$ cat config.mk
export PLATFORM = sky130hd
export DESIGN_NAME = linebuf_ctrl
export DESIGN_NICKNAME = d
export VERILOG_FILES = /design/src/rtl/linebuf_pkg.sv /design/src/rtl/linebuf_rd_counter.sv /design/src/rtl/linebuf_ctrl.sv
export SDC_FILE = /design/constraint.sdc
export NUM_CORES = 1
export LEC_CHECK = 0
export ABC_AREA = 1
export BUFFER_PORTS_ARGS = -buffer_cell sky130_fd_sc_hd__buf_4
export CELL_PAD_IN_SITES_DETAIL_PLACEMENT = 2
export CELL_PAD_IN_SITES_GLOBAL_PLACEMENT = 2
export CORE_MARGIN = 10
export CORE_UTILIZATION = 34
export CTS_BUF_LIST = sky130_fd_sc_hd__clkbuf_8
export DETAILED_ROUTE_END_ITERATION = 8
export PLACE_DENSITY_LB_ADDON = 0.1
export SETUP_SLACK_MARGIN = 0.05
export SLEW_MARGIN = 10
export SYNTH_ARGS = -nofsm -noshare
export SYNTH_HDL_FRONTEND = slang
export SYNTH_SLANG_ARGS = --single-unit
$ cat constraint.sdc
create_clock -name clock -period 2.6 [get_ports clock]
set_clock_uncertainty 0.15 [all_clocks]
set_input_delay 0.52 -clock clock [delete_from_list [all_inputs] [get_ports clock]]
set_output_delay 0.52 -clock clock [all_outputs]
set_load 0.005 [all_outputs]
$ cat src/rtl/linebuf_pkg.sv
// Shared types and constants for the line-buffer read/write controller.
// Four line slots are addressed by the top two bits of the 12-bit line-RAM address.
package linebuf_pkg;

    typedef enum logic [1:0] {
        ST_IDLE  = 2'd0,
        ST_PRIME = 2'd1,
        ST_RUN   = 2'd2
    } state_t;

    localparam int NUM_SLOTS = 4;
    localparam int SLOT_W    = 2;
    localparam int PIX_W     = 10;
    localparam int ADDR_W    = 12;

    // Number of times each buffered line is read out: twice when line doubling.
    function automatic logic [1:0] passes_for(input logic doubler);
        return doubler ? 2'd2 : 2'd1;
    endfunction

endpackage

$ cat src/rtl/linebuf_rd_counter.sv
// Read-side pixel counter: synchronous clear, count enable, saturating at LINE_WIDTH-1.
module linebuf_rd_counter
    import linebuf_pkg::*;
#(
    parameter int LINE_WIDTH = 640
) (
    input  logic             clock,
    input  logic             reset_n,
    input  logic             i_clear,
    input  logic             i_enable,
    output logic [PIX_W-1:0] o_pixel
);

    localparam logic [PIX_W-1:0] PIX_MAX = PIX_W'(LINE_WIDTH - 1);

    logic [PIX_W-1:0] r_pixel;

    // Clear has priority so a line start in the same cycle as active video restarts at 0.
    always_ff @(posedge clock or negedge reset_n) begin
        if (!reset_n) begin
            r_pixel <= '0;
        end else if (i_clear) begin
            r_pixel <= '0;
        end else if (i_enable && (r_pixel < PIX_MAX)) begin
            r_pixel <= r_pixel + 1'b1;
        end
    end

    assign o_pixel = r_pixel;

endmodule

$ cat src/rtl/linebuf_ctrl.sv
// Line-buffer controller: primes a 4-slot line RAM from the capture side, then
// hands slots to the output timing once (480p) or twice (line doubling) each.
module linebuf_ctrl
    import linebuf_pkg::*;
#(
    parameter int LINE_WIDTH  = 640,
    parameter int PRIME_LINES = 2
) (
    input  logic              clock,
    input  logic              reset_n,
    input  logic              line_doubler,
    input  logic              starttrigger,
    input  logic              wr_line_done,
    input  logic              rd_line_start,
    input  logic              rd_active,
    output logic [ADDR_W-1:0] rdaddr,
    output logic [SLOT_W-1:0] wr_slot,
    output logic [2:0]        fill,
    output logic              running,
    output logic              overflow,
    output logic              underflow
);

    localparam logic [2:0] FILL_MAX   = 3'(NUM_SLOTS);
    localparam logic [2:0] PRIME_FILL = 3'(PRIME_LINES);

    state_t            r_state;
    logic [2:0]        r_fill;
    logic [SLOT_W-1:0] r_wr_slot;
    logic [SLOT_W-1:0] r_rd_slot;
    logic              r_pass_cnt;
    logic              r_holding;
    logic              r_ld;
    logic              r_running;
    logic              r_overflow;
    logic              r_underflow;

    state_t            w_state_nxt;
    logic [2:0]        w_fill_nxt;
    logic [SLOT_W-1:0] w_wr_slot_nxt;
    logic [SLOT_W-1:0] w_rd_slot_nxt;
    logic              w_pass_cnt_nxt;
    logic              w_holding_nxt;
    logic              w_overflow_nxt;
    logic              w_underflow_nxt;
    logic              w_pix_clear;
    logic              w_pix_en;
    logic              w_release;
    logic              w_wr_ok;
    logic [2:0]        w_fill_rel;
    logic [1:0]        w_passes;
    logic              w_more_pass;
    logic [PIX_W-1:0]  w_pixel;

    assign w_passes    = passes_for(r_ld);
    assign w_more_pass = ({1'b0, r_pass_cnt} < (w_passes - 2'd1));

    // A release and a write in the same cycle net out, so fill is computed
    // as (fill minus release) plus accepted write.
    always_comb begin
        w_state_nxt     = r_state;
        w_fill_nxt      = r_fill;
        w_wr_slot_nxt   = r_wr_slot;
        w_rd_slot_nxt   = r_rd_slot;
        w_pass_cnt_nxt  = r_pass_cnt;
        w_holding_nxt   = r_holding;
        w_overflow_nxt  = 1'b0;
        w_underflow_nxt = 1'b0;
        w_pix_clear     = 1'b0;
        w_pix_en        = 1'b0;
        w_release       = 1'b0;
        w_wr_ok         = 1'b0;
        w_fill_rel      = r_fill;

        case (r_state)
            ST_IDLE: begin
                if (starttrigger) begin
                    w_state_nxt    = ST_PRIME;
                    w_fill_nxt     = '0;
                    w_wr_slot_nxt  = '0;
                    w_rd_slot_nxt  = '0;
                    w_pass_cnt_nxt = 1'b0;
                    w_holding_nxt  = 1'b0;
                    w_pix_clear    = 1'b1;
                end
            end

            ST_PRIME: begin
                if (wr_line_done && (r_fill < FILL_MAX)) begin
                    w_fill_nxt    = r_fill + 3'd1;
                    w_wr_slot_nxt = r_wr_slot + 1'b1;
                end
                if (r_fill >= PRIME_FILL) begin
                    w_state_nxt = ST_RUN;
                end
            end

            ST_RUN: begin
                w_pix_en = rd_active;
                if (rd_line_start) begin
                    w_pix_clear = 1'b1;
                    if (r_holding && w_more_pass) begin
                        w_pass_cnt_nxt = r_pass_cnt + 1'b1;
                    end else begin
                        if (r_holding) begin
                            w_release     = 1'b1;
                            w_fill_rel    = r_fill - 3'd1;
                            w_rd_slot_nxt = r_rd_slot + 1'b1;
                        end
                        if (w_fill_rel != 3'd0) begin
                            w_holding_nxt  = 1'b1;
                            w_pass_cnt_nxt = 1'b0;
                        end else begin
                            w_underflow_nxt = 1'b1;
                            w_holding_nxt   = 1'b0;
                        end
                    end
                end
                // A full buffer with no release drops the write; capture keeps the same slot.
                if (wr_line_done) begin
                    if ((r_fill == FILL_MAX) && !w_release) begin
                        w_overflow_nxt = 1'b1;
                    end else begin
                        w_wr_ok       = 1'b1;
                        w_wr_slot_nxt = r_wr_slot + 1'b1;
                    end
                end
                w_fill_nxt = w_fill_rel + {2'b00, w_wr_ok};
            end

            default: begin
                w_state_nxt = ST_IDLE;
            end
        endcase

        if (line_doubler != r_ld) begin
            w_state_nxt = ST_IDLE;
        end
    end

    always_ff @(posedge clock or negedge reset_n) begin
        if (!reset_n) begin
            r_state     <= ST_IDLE;
            r_fill      <= '0;
            r_wr_slot   <= '0;
            r_rd_slot   <= '0;
            r_pass_cnt  <= 1'b0;
            r_holding   <= 1'b0;
            r_ld        <= 1'b0;
            r_running   <= 1'b0;
            r_overflow  <= 1'b0;
            r_underflow <= 1'b0;
        end else begin
            r_state     <= w_state_nxt;
            r_fill      <= w_fill_nxt;
            r_wr_slot   <= w_wr_slot_nxt;
            r_rd_slot   <= w_rd_slot_nxt;
            r_pass_cnt  <= w_pass_cnt_nxt;
            r_holding   <= w_holding_nxt;
            r_ld        <= line_doubler;
            r_running   <= (w_state_nxt == ST_RUN);
            r_overflow  <= w_overflow_nxt;
            r_underflow <= w_underflow_nxt;
        end
    end

    linebuf_rd_counter #(
        .LINE_WIDTH (LINE_WIDTH)
    ) u_rd_counter (
        .clock    (clock),
        .reset_n  (reset_n),
        .i_clear  (w_pix_clear),
        .i_enable (w_pix_en),
        .o_pixel  (w_pixel)
    );

    assign rdaddr    = {r_rd_slot, w_pixel};
    assign wr_slot   = r_wr_slot;
    assign fill      = r_fill;
    assign running   = r_running;
    assign overflow  = r_overflow;
    assign underflow = r_underflow;

endmodule

Word-level counts from Yosys, hierarchy flattened
Index checks and enable logic that the tools add are counted.
{ "classes": {"addsub": 8, "n_lt_le_gt_ge": 4, "n_eq_ne": 13, "n_mux": 53, "reduce_logical": 15} }
{ "ops": {"columns": ["op", "count"], "rows": [
  ["2-to-1 mux 3 bit", 9],
  ["2-to-1 mux 1 bit", 24],
  ["2-to-1 mux 2 bit", 11],
  ["2-to-1 mux 10 bit", 2],
  ["inequality test 2 bit (second input constant)", 7],
  ["case mux 2 bit (3 select lines)", 2],
  ["adder 10 x 1 -> 10 bit (second input constant)", 1],
  ["less-than comparator 10 bit (second input constant)", 1],
  ["AND reduction 5 bit", 2],
  ["case mux 3 bit (3 select lines)", 1],
  ["AND reduction 4 bit", 2],
  ["case mux 1 bit (2 select lines)", 3],
  ["nonzero test 3 bit", 2],
  ["adder 2 x 1 -> 2 bit (second input constant)", 2],
  ["equality test 2 bit (second input constant)", 2],
  ["logical AND 1 bit", 4],
  ["case mux 2 bit (2 select lines)", 1],
  ["nonzero test 2 bit", 2],
  ["adder 3 x 1 -> 3 bit", 1],
  ["adder 3 x 1 -> 3 bit (second input constant)", 1],
  ["equality test 3 bit (second input constant)", 1],
  [">= comparator 3 x 2 -> 1 bit (second input constant)", 1],
  ["less-than comparator 3 bit (second input constant)", 1],
  ["inequality test 3 bit (second input constant)", 1],
  ["other kinds (9)", 9]
]} }
{ "word_totals": {"reg_bits": 25, "out_inout_bits": 20, "word_cells": 104} }

Logic depth before layout (Yosys ltp)
Gate-level depths: netlist (run 1).
{ "depth": {"word_depth": 14, "ltp_mapped": 14} }

Modules after synthesis
A second synthesis (run 1) with hierarchy kept.
{ "unflattened": {"hier_cells": 233, "hier_area_um2": 1789.2} }
{ "by_module_without_submodules": {"columns": ["module", "instances", "cells_per_inst", "area_each_um2", "seq_area_each_um2"], "rows": [
  ["linebuf_ctrl", 1, 137, 1072.3, 375.4],
  ["linebuf_rd_counter", 1, 96, 716.9, 250.2]
]} }

Worst setup path after synthesis (run 1)
OpenSTA, ideal clock, no wires.
{ "synth_timing": {"kind": "register to register", "from": "register r_fill[0], in the netlist fill[0]", "to": "register r_fill[1], in the netlist fill[1]", "arrival_time_ns": 1.593, "required_ns": 2.322, "slack_ns": 0.730, "path_stages_with_launch": 12, "path_buffers": 0, "period_less_slack_ns": 1.870, "cell_sequence": "dfrtp_1 -> inv_1 -> ha_1 -> nand3_1 -> nand2_1 -> inv_1 -> ha_1 -> ha_1 -> nand2_1 -> o21ai_0 -> nand2_1 -> o21ai_0"} }
{ "synth_between": {"elab_chain_cells": 10} }
{ "synth_rtl": {"columns": ["item", "line_no", "text"], "rows": [
  ["start: declaration", "linebuf_ctrl.sv:28", "logic [2:0] r_fill;"],
  ["start signal: assignment", "linebuf_ctrl.sv:155", "r_fill <= w_fill_nxt;"],
  ["subtractor 3 x 1 -> 3 bit", "linebuf_ctrl.sv:107", "w_fill_rel = r_fill - 3'd1;"],
  ["2-to-1 mux 3 bit", "linebuf_ctrl.sv:105", "if (r_holding) begin"],
  ["2-to-1 mux 3 bit", "linebuf_ctrl.sv:102", "if (r_holding && w_more_pass) begin"],
  ["2-to-1 mux 3 bit", "linebuf_ctrl.sv:100", "if (rd_line_start) begin"],
  ["2-to-1 mux 3 bit", "linebuf_ctrl.sv:75", "case (r_state)"],
  ["2-to-1 mux 3 bit", "linebuf_ctrl.sv:102", null],
  ["2-to-1 mux 3 bit", "linebuf_ctrl.sv:100", null],
  ["2-to-1 mux 3 bit", "linebuf_ctrl.sv:75", null],
  ["adder 3 x 1 -> 3 bit", "linebuf_ctrl.sv:128", "w_fill_nxt = w_fill_rel + {2'b00, w_wr_ok};"],
  ["case mux 3 bit (3 select lines)", "linebuf_ctrl.sv:75", null]
]} }
Several ways; a longest one is shown, not always the timed one. The select of a mux whose other input is x is not followed.
A chain may end at the register's enable or synchronous reset.

Worst setup path after layout (run 1)
{ "layout_timing": {"from": "register r_state[0]", "to": "register r_wr_slot[0], in the netlist wr_slot[0]"} }
{ "layout_between": {"elab_chain_cells": 3} }
{ "layout_rtl": {"columns": ["item", "line_no", "text"], "rows": [
  ["start: declaration", "linebuf_ctrl.sv:27", "state_t r_state;"],
  ["start signal: assignment", "linebuf_ctrl.sv:154", "r_state <= w_state_nxt;"],
  ["equality test 2 bit, or another cell as far along", "linebuf_ctrl.sv:75", null],
  ["inequality test 2 bit (no source line) or nonzero test 3 bit (tied branches)", null, null],
  ["AND reduction 5 bit (no source line)", null, null],
  ["end signal: assignment", "linebuf_ctrl.sv:156", "r_wr_slot <= w_wr_slot_nxt;"],
  ["end: declaration", "linebuf_ctrl.sv:29", "logic [SLOT_W-1:0] r_wr_slot;"]
]} }
Several ways; a longest one is shown, not always the timed one.

==> results of run 1 <==
## cells in the mapped netlist, drive strengths merged
cell / instances / area, µm²
buf: 6 / 48.80
inv: 33 / 123.9
nor3: 5 / 35.03
o21a: 1 / 7.510
nor2: 17 / 81.33
a221oi: 1 / 8.760
nand4: 3 / 25.02
a21oi: 5 / 32.53
o22ai: 1 / 6.260
ha: 10 / 125.1
o31ai: 1 / 7.510
a22oi: 2 / 15.01
o21ai: 11 / 66.31
or2: 1 / 6.260
dfrtp: 25 / 625.6
nand2: 59 / 231.5
xnor2: 2 / 17.52
nand3: 32 / 185.2
xor2: 7 / 61.31
a21boi: 1 / 7.510
## worst max-delay path, cell delays in order (launching register included)
cell     delay [ns]
dfrtp_1        0.41
inv_1          0.11
ha_1           0.47
nor2_2         0.10
nand2_1        0.08
nand2_1        0.08
nor2_4         0.13
inv_2          0.06
a21oi_2        0.21
inv_1          0.07
nand2_1        0.06
nand2_1        0.05
## cell usage in the layout (no fill, tap or decap), types with 2 or more instances in the layout
master | netlist | layout
nand2_1 | 57 | 57
inv_1 | 27 | 28
nand3_1 | 27 | 27
buf_4 | 5 | 27
dfrtp_1 | 25 | 25
nor2_1 | 14 | 14
ha_1 | 10 | 10
o21ai_0 | 7 | 7
xor2_1 | 7 | 7
inv_2 | 6 | 6
nand3_2 | 5 | 5
a21oi_1 | 3 | 3
o21ai_2 | 3 | 3
nor3_1 | 3 | 3
clkbuf_8 | 0 | 3
a22oi_1 | 2 | 2
nor3_2 | 2 | 2
nor2_4 | 2 | 2
nand4_1 | 2 | 2
a21oi_2 | 2 | 2
xnor2_1 | 2 | 2
## cell families after synthesis
kind of cell,Yosys count
AOI/OAI and AO/OA,23
adders and majority gates,10
buffers and inverters,39
and+or+nand+nor,117
xor gates and xnor gates,9
DFF,25
## layer usage
layer  wire (µm)  share of wire  global-route usage
met4          31         0.0065             0.02742
met1        2542           0.53              0.1698
met2        2025           0.42              0.1760
met5           0              0                   0
met3         197          0.041             0.02469
## metrics by stage
stage	worst slack [ns]	cell area (µm²)	hold WS [ns]	utilization	power [µW]
2_1_floorplan	0.7297	1718	0.07441	-	638.7
3_5_place_dp	0.4511	1956	0.3027	0.4060	754.4
3_3_place_gp	0.5316	1956	0.3057	0.4060	747.4
5_1_grt	0.2818	2001	0.001902	0.4153	1059
4_1_cts	0.4802	2001	0.001322	0.4153	997.9
6_report	0.5085	2001	-0.007836	0.4153	984.2
## registers in the layout, indices dropped and copies added, names as in the netlist
signal	count
fill	3
overflow	1
r_holding	1
r_ld	1
r_pass_cnt	1
r_rd_slot	2
r_state	2
running	1
u_rd_counter.o_pixel	10
underflow	1
wr_slot	2
## power groups by stage
stage / Combinational (µW) / Clock (µW) / Sequential, µW
finish: 295 / 241 / 449
CTS: 301 / 247 / 450
global placement: 291 / 0 / 457
detailed placement: 298 / 0 / 457
floorplan: 186 / 0 / 452
global route: 336 / 269 / 455
## cell type report
class | count | area [µm²]
Clock buffer | 3 | 41.29
Clock inverter | 1 | 3.754
Fill cell | 593 | 2816
Inverter | 33 | 123.9
Multi-Input combinational cell | 159 | 919.6
Sequential cell | 25 | 625.6
Tap cell | 67 | 83.83
Timing Repair Buffer | 27 | 202.7
## worst min path at each step
stage | from | end | slack [ns] | cells past startpoint
detailed placement | reset_n | fill[2] | 0.30 | 1
CTS | reset_n | fill[2] | 0.001 | 1
global placement | reset_n | fill[2] | 0.31 | 1
finish | reset_n | fill[2] | -0.008 | 1
floorplan | reset_n | fill[0] | 0.07 | 0
global route | reset_n | underflow | 0.002 | 1
==> metrics, run 1 <==
pin count of the biggest net entering global routing 26; P_int 631.7 µW; reg2reg setup slack 0.51 ns; Worst EP required ~2.6 ns; crit end category flip-flop; FF-to-FF path depth 11; Min Clock Period, post-route 2.092 ns; fin crit share 0.8044; detailed-route via count 1524; Post-CTS Setup Inserts 0; fraction of layout instances using a drive strength above 1 0.2218; Worst Hold Class primary input to async pin; gp weighted congestion between 0.7 and 0.8; simple-gate share of the synthesized area 0.3285; Synth Net Count 240; Seq pwr share 0.456; H-tree level count 1; Wirelength per Cell 15.23 µm; main combinational cell family by area after synthesis simple AND/OR/NAND/NOR gates; combinational power share 0.300; antenna violations before repair 0; Overflow after GRT 0; sw frac 0.3582; count of final setup violators 0; CTS clock-pin slew for the worst setup and hold paths 0.09 ns; Least-Margin Pin Slew around 0.48 ns; Clk pwr share 0.245; num ports 27; CP startpoint r_state[0]; fin cells 315; status finished, violations left; max_slew headroom 0.6788; clk sinks 25; first-pass GRT wire length 8286 µm; post-synthesis cell type count 32; reg-to-reg critical path endpoint wr_slot[0]; Total Wirelength 4798 µm; Setup CP Type flip-flop to flip-flop; Initial Util 0.3566; post-synthesis sequential area ratio 0.3642; Worst setup SP type flip-flop; critical path peak fanout 10; Chip Width 91.08 µm; DR iter-0 viols 52; leakage power approximately 0.0010 µW; Synth Area in Compound Gates 0.08813; RR Startpoint r_state[0]; final hold slack -0.007836 ns; vias in the first global route 1615; DRC Markers 0; CTS tree done; worst skew pair latency around 0.27 ns; pwr/cell area about 500 nW/µm²; Clock Tree Buf Depth 2; # port buffers 26; post-synthesis mux area share 0; Cells after DPL 311; cell area after synthesis between 1500 and 2000 µm²; Setup TNS Final 0 ns; Root Buffer clkbuf_8; f_max 0.4781 GHz; die height between 90 and 100 µm; row cnt 25; Layout Area Growth over Synthesis 16.46%; final count of pins violating max slew 0; crit path capture wr_slot[0]; post-DP HPWL 3777 µm; via/cell ratio 4.838; switching power total 352.5 µW; Max-Cap Viols 0; n_diodes 0; Syn Area/Cell 7.704 µm²; VDD IR max approximately 0.00028 V; adder-cell share of the synthesized area 0.07283; Final Hold Viols 25; Post-layout nets 266; number of nets with antenna violations after routing 0; TritonCTS buffer count 3; CORE AREA between 4000 and 5000 µm²; CTS resizes 0; WP data arrival 2.11 ns; Gate Count Post-Synth 223; DIE AREA 8296 µm²; number of hold buffers added after CTS 0; synthesis-stage register bit count 25; unrepaired setup endpoints after global routing false; yosys synthesis warning count 0; DRT Pass-1 Iters 4; failing checks hold timing; Global Route Usage Sum 0.1186; XOR/XNOR Fraction of Synth Area 0.04588
Power figures use the tool's default switching activity.
==> inputs of run 2 (changes only) <==
ABC_AREA = 0   (was 1)
CORE_UTILIZATION = 32   (was 34)
clock period = 1.89 ns   (was 2.6 ns; I/O delays follow)
==> metrics, run 2 <==
first-pass GRT wire length between 10000 and 15000 µm; Max-Cap Viols 0; H-tree level count 1; DRT Pass-1 Iters 4; via/cell ratio around 5.4; pwr/cell area 566.8 nW/µm²; vias in the first global route 1915; cell area after synthesis 1578 µm²; Wirelength per Cell 24.72 µm; CORE AREA about 4800 µm²; Least-Margin Pin Slew 0.4582 ns; crit end category flip-flop; clk sinks 25; Min Clock Period, post-route 2.184 ns; # port buffers 26; Root Buffer clkbuf_8; pin count of the biggest net entering global routing 26; row cnt 25; DIE AREA 8139 µm²; Layout Area Growth over Synthesis 70.74%; Largest register FFs 10; unrepaired setup endpoints after global routing true; worst skew pair latency a little under 0.3 ns; Worst Hold Class primary input to flip-flop; Post-synth EDFFs 0; Worst setup SP type flip-flop; Gate Count Post-Synth approximately 160; antenna violations before repair 0; commonest non-fill, non-tap cell in the layout buf_4; CP most frequent cell and2_4; CP max stage cell dfrtp_1; Synth top area share 0.3965; count of final setup violators 17; Setup CP Type flip-flop to flip-flop; status finished, violations left; Syn Area/Cell 9.621 µm²; failing checks setup timing; Post-synth top flop dfrtp_1; number of nets with antenna violations after routing 0; FILL cells 464; fin crit share 1.156; WP data arrival 2.20 ns; CTS clock-pin slew for the worst setup and hold paths 0.11 ns; Overflow after GRT 0; Post-layout nets 262; leakage power 0.001202 µW; max_slew headroom 0.6922; Setup TNS Final -1.838 ns; DRC Markers 0; Chip Width 90.22 µm; commonest non-fill, non-tap cells in the layout 71 x buf_4, 25 x dfrtp_1, 12 x nor2_1, 10 x buf_6; setup ws final -0.2943 ns; DR iter-0 viols 38; Clock Tree Buf Depth 2; yosys synthesis warning count 0; gp weighted congestion 0.8789; num ports 27; largest cells by area after synthesis dfrtp_1 40%, ha_1 7.9%, nand3_1 2.9%; area leader, netlist dfrtp_1; met3 WL 196 µm; final count of pins violating max slew 0; Global Route Usage Sum 0.1690; Final Hold Viols 0; synthesis-stage register bit count 25; CTS tree done; Synth Net Count 181; top cells by count, synth 25 x dfrtp_1, 12 x nor2_1, 11 x nand2_1; wire length on met2 4389 µm; detailed-route via count around 1700; TritonCTS buffer count 3; Initial Util 0.3318; Total Wirelength slightly below 8000 µm; count leader, synth dfrtp_1; f_max between 0.4 and 0.5 GHz; Worst path max stage delay 0.41 ns; M1 WL 2997 µm; post-synthesis cell type count 50; fraction of layout instances using a drive strength above 1 0.5738; Worst EP required roughly 1.9 ns; Final Util 0.5666; dpl ws -0.4107 ns; worst-path cell chain and2_4 > and2_4 > buf_4 > a21oi_1 > ha_4 > xor2_2 > nand4_1 > a32oi_1 > o31ai_1; fraction of registers with async set/reset 1.000; n_diodes 0; die height 90.22 µm; max layer used met4; post-synthesis sequential area ratio 0.3965; post-DP HPWL ~4200 µm; VDD IR max 0.0003994 V; critical path peak fanout 3
run 2: cell types whose count changed after synthesis, sizes merged, moves of 4 or more:
| cell | before | now |
|---|---|---|
| buf | 6 | 2 |
| clkbuf | 0 | 7 |
| inv | 33 | 7 |
| nand2 | 59 | 11 |
| nand3 | 32 | 9 |
| nor2 | 17 | 12 |
| o21ai | 11 | 6 |
| o31ai | 1 | 6 |
run 2: cell families (layout without fill, tap and decap cells):
group / count (synthesis) / count (layout) / synth area share
flip-flops: 25 / 25 / 0.3965
adder cells (fa/ha/maj): 10 / 10 / 0.07930
XOR/XNOR: 9 / 9 / 0.04996
AO/OA/AOI/OAI: 40 / 40 / 0.1887
multiplexers: 3 / 3 / 0.02220
AND/OR/NAND/NOR: 61 / 61 / 0.2189
buffers and inverters: 16 / 96 / 0.04440
run 2: through the flow:
step / area (µm²) / hold slack, ns / total power, µW / instances
global placement: 2176 / 0.1543 / 964.5 / 287
CTS: 2456 / 0.06842 / 1396 / 300
floorplan: 1645 / -0.06759 / 784.4 / 164
detailed placement: 2176 / 0.1642 / 987.6 / 287
finish: 2694 / 0.07290 / 1527 / 311
global route: 2694 / 0.06242 / 1606 / 311
run 2: path summary, 6_finish.rpt:
kind                              start  cells past startpoint  slack [ns]                 endpoint
max                           r_holding                      9       -0.29                  fill[2]
min                        line_doubler                      1        0.07                     r_ld
max reg2reg                   r_holding                      9       -0.29                  fill[2]
min reg2reg                  r_pass_cnt                      1        0.38               r_pass_cnt
max in group asynchronous       reset_n                      2        0.91               wr_slot[0]
min in group asynchronous       reset_n                      2        0.40  u_rd_counter.o_pixel[4]
run 2: critical path, delay by kind of cell (launching register included):
kind	cells	cell delay [ns]
flip-flops	1	0.41
AND/OR/NAND/NOR	3	0.45
buffers and inverters	1	0.14
XOR/XNOR	1	0.16
AO/OA/AOI/OAI	3	0.58
adder cells (fa/ha/maj)	1	0.19
run 2: layout make-up:
| cell class | instances | area (µm²) | share of cell area |
|---|---|---|---|
| clock buffers | 3 | 41.29 | 0.01533 |
| clock inverters | 1 | 5.005 | 0.001858 |
| inverters | 7 | 26.28 | 0.009754 |
| multi-input cells | 123 | 1189 | 0.4412 |
| flip-flops and latches | 25 | 625.6 | 0.2322 |
| well taps | 67 | 83.83 | 0.03112 |
| repair buffers | 85 | 723.2 | 0.2685 |
run 2: where the power goes:
group	switching, µW	internal, µW	total [µW]	leakage [µW]
clock network	201	148	350	0.0000255
registers	30.7	560	591	0.000345
logic	283	303	586	0.000832
total	515	1010	1530	0.00120
run 2: metal layers:
layer,GRT usage,vias up
met5,0,-
met4,0.04642,0
met3,0.02909,11
met2,0.3287,38
met1,0.1804,889
li1,-,754
run 2: what timing repair did:
| item | in CTS | in global routing |
|---|---|---|
| cloned | 1 | 0 |
| buffers inserted | 7 | 11 |
| gates resized for setup | 34 | 31 |
| setup endpoints to repair | 16 | 23 |
| pin swaps | 16 | 13 |
| hold buffers | 1 | 0 |
| endpoints found under the hold margin | 25 | 0 |
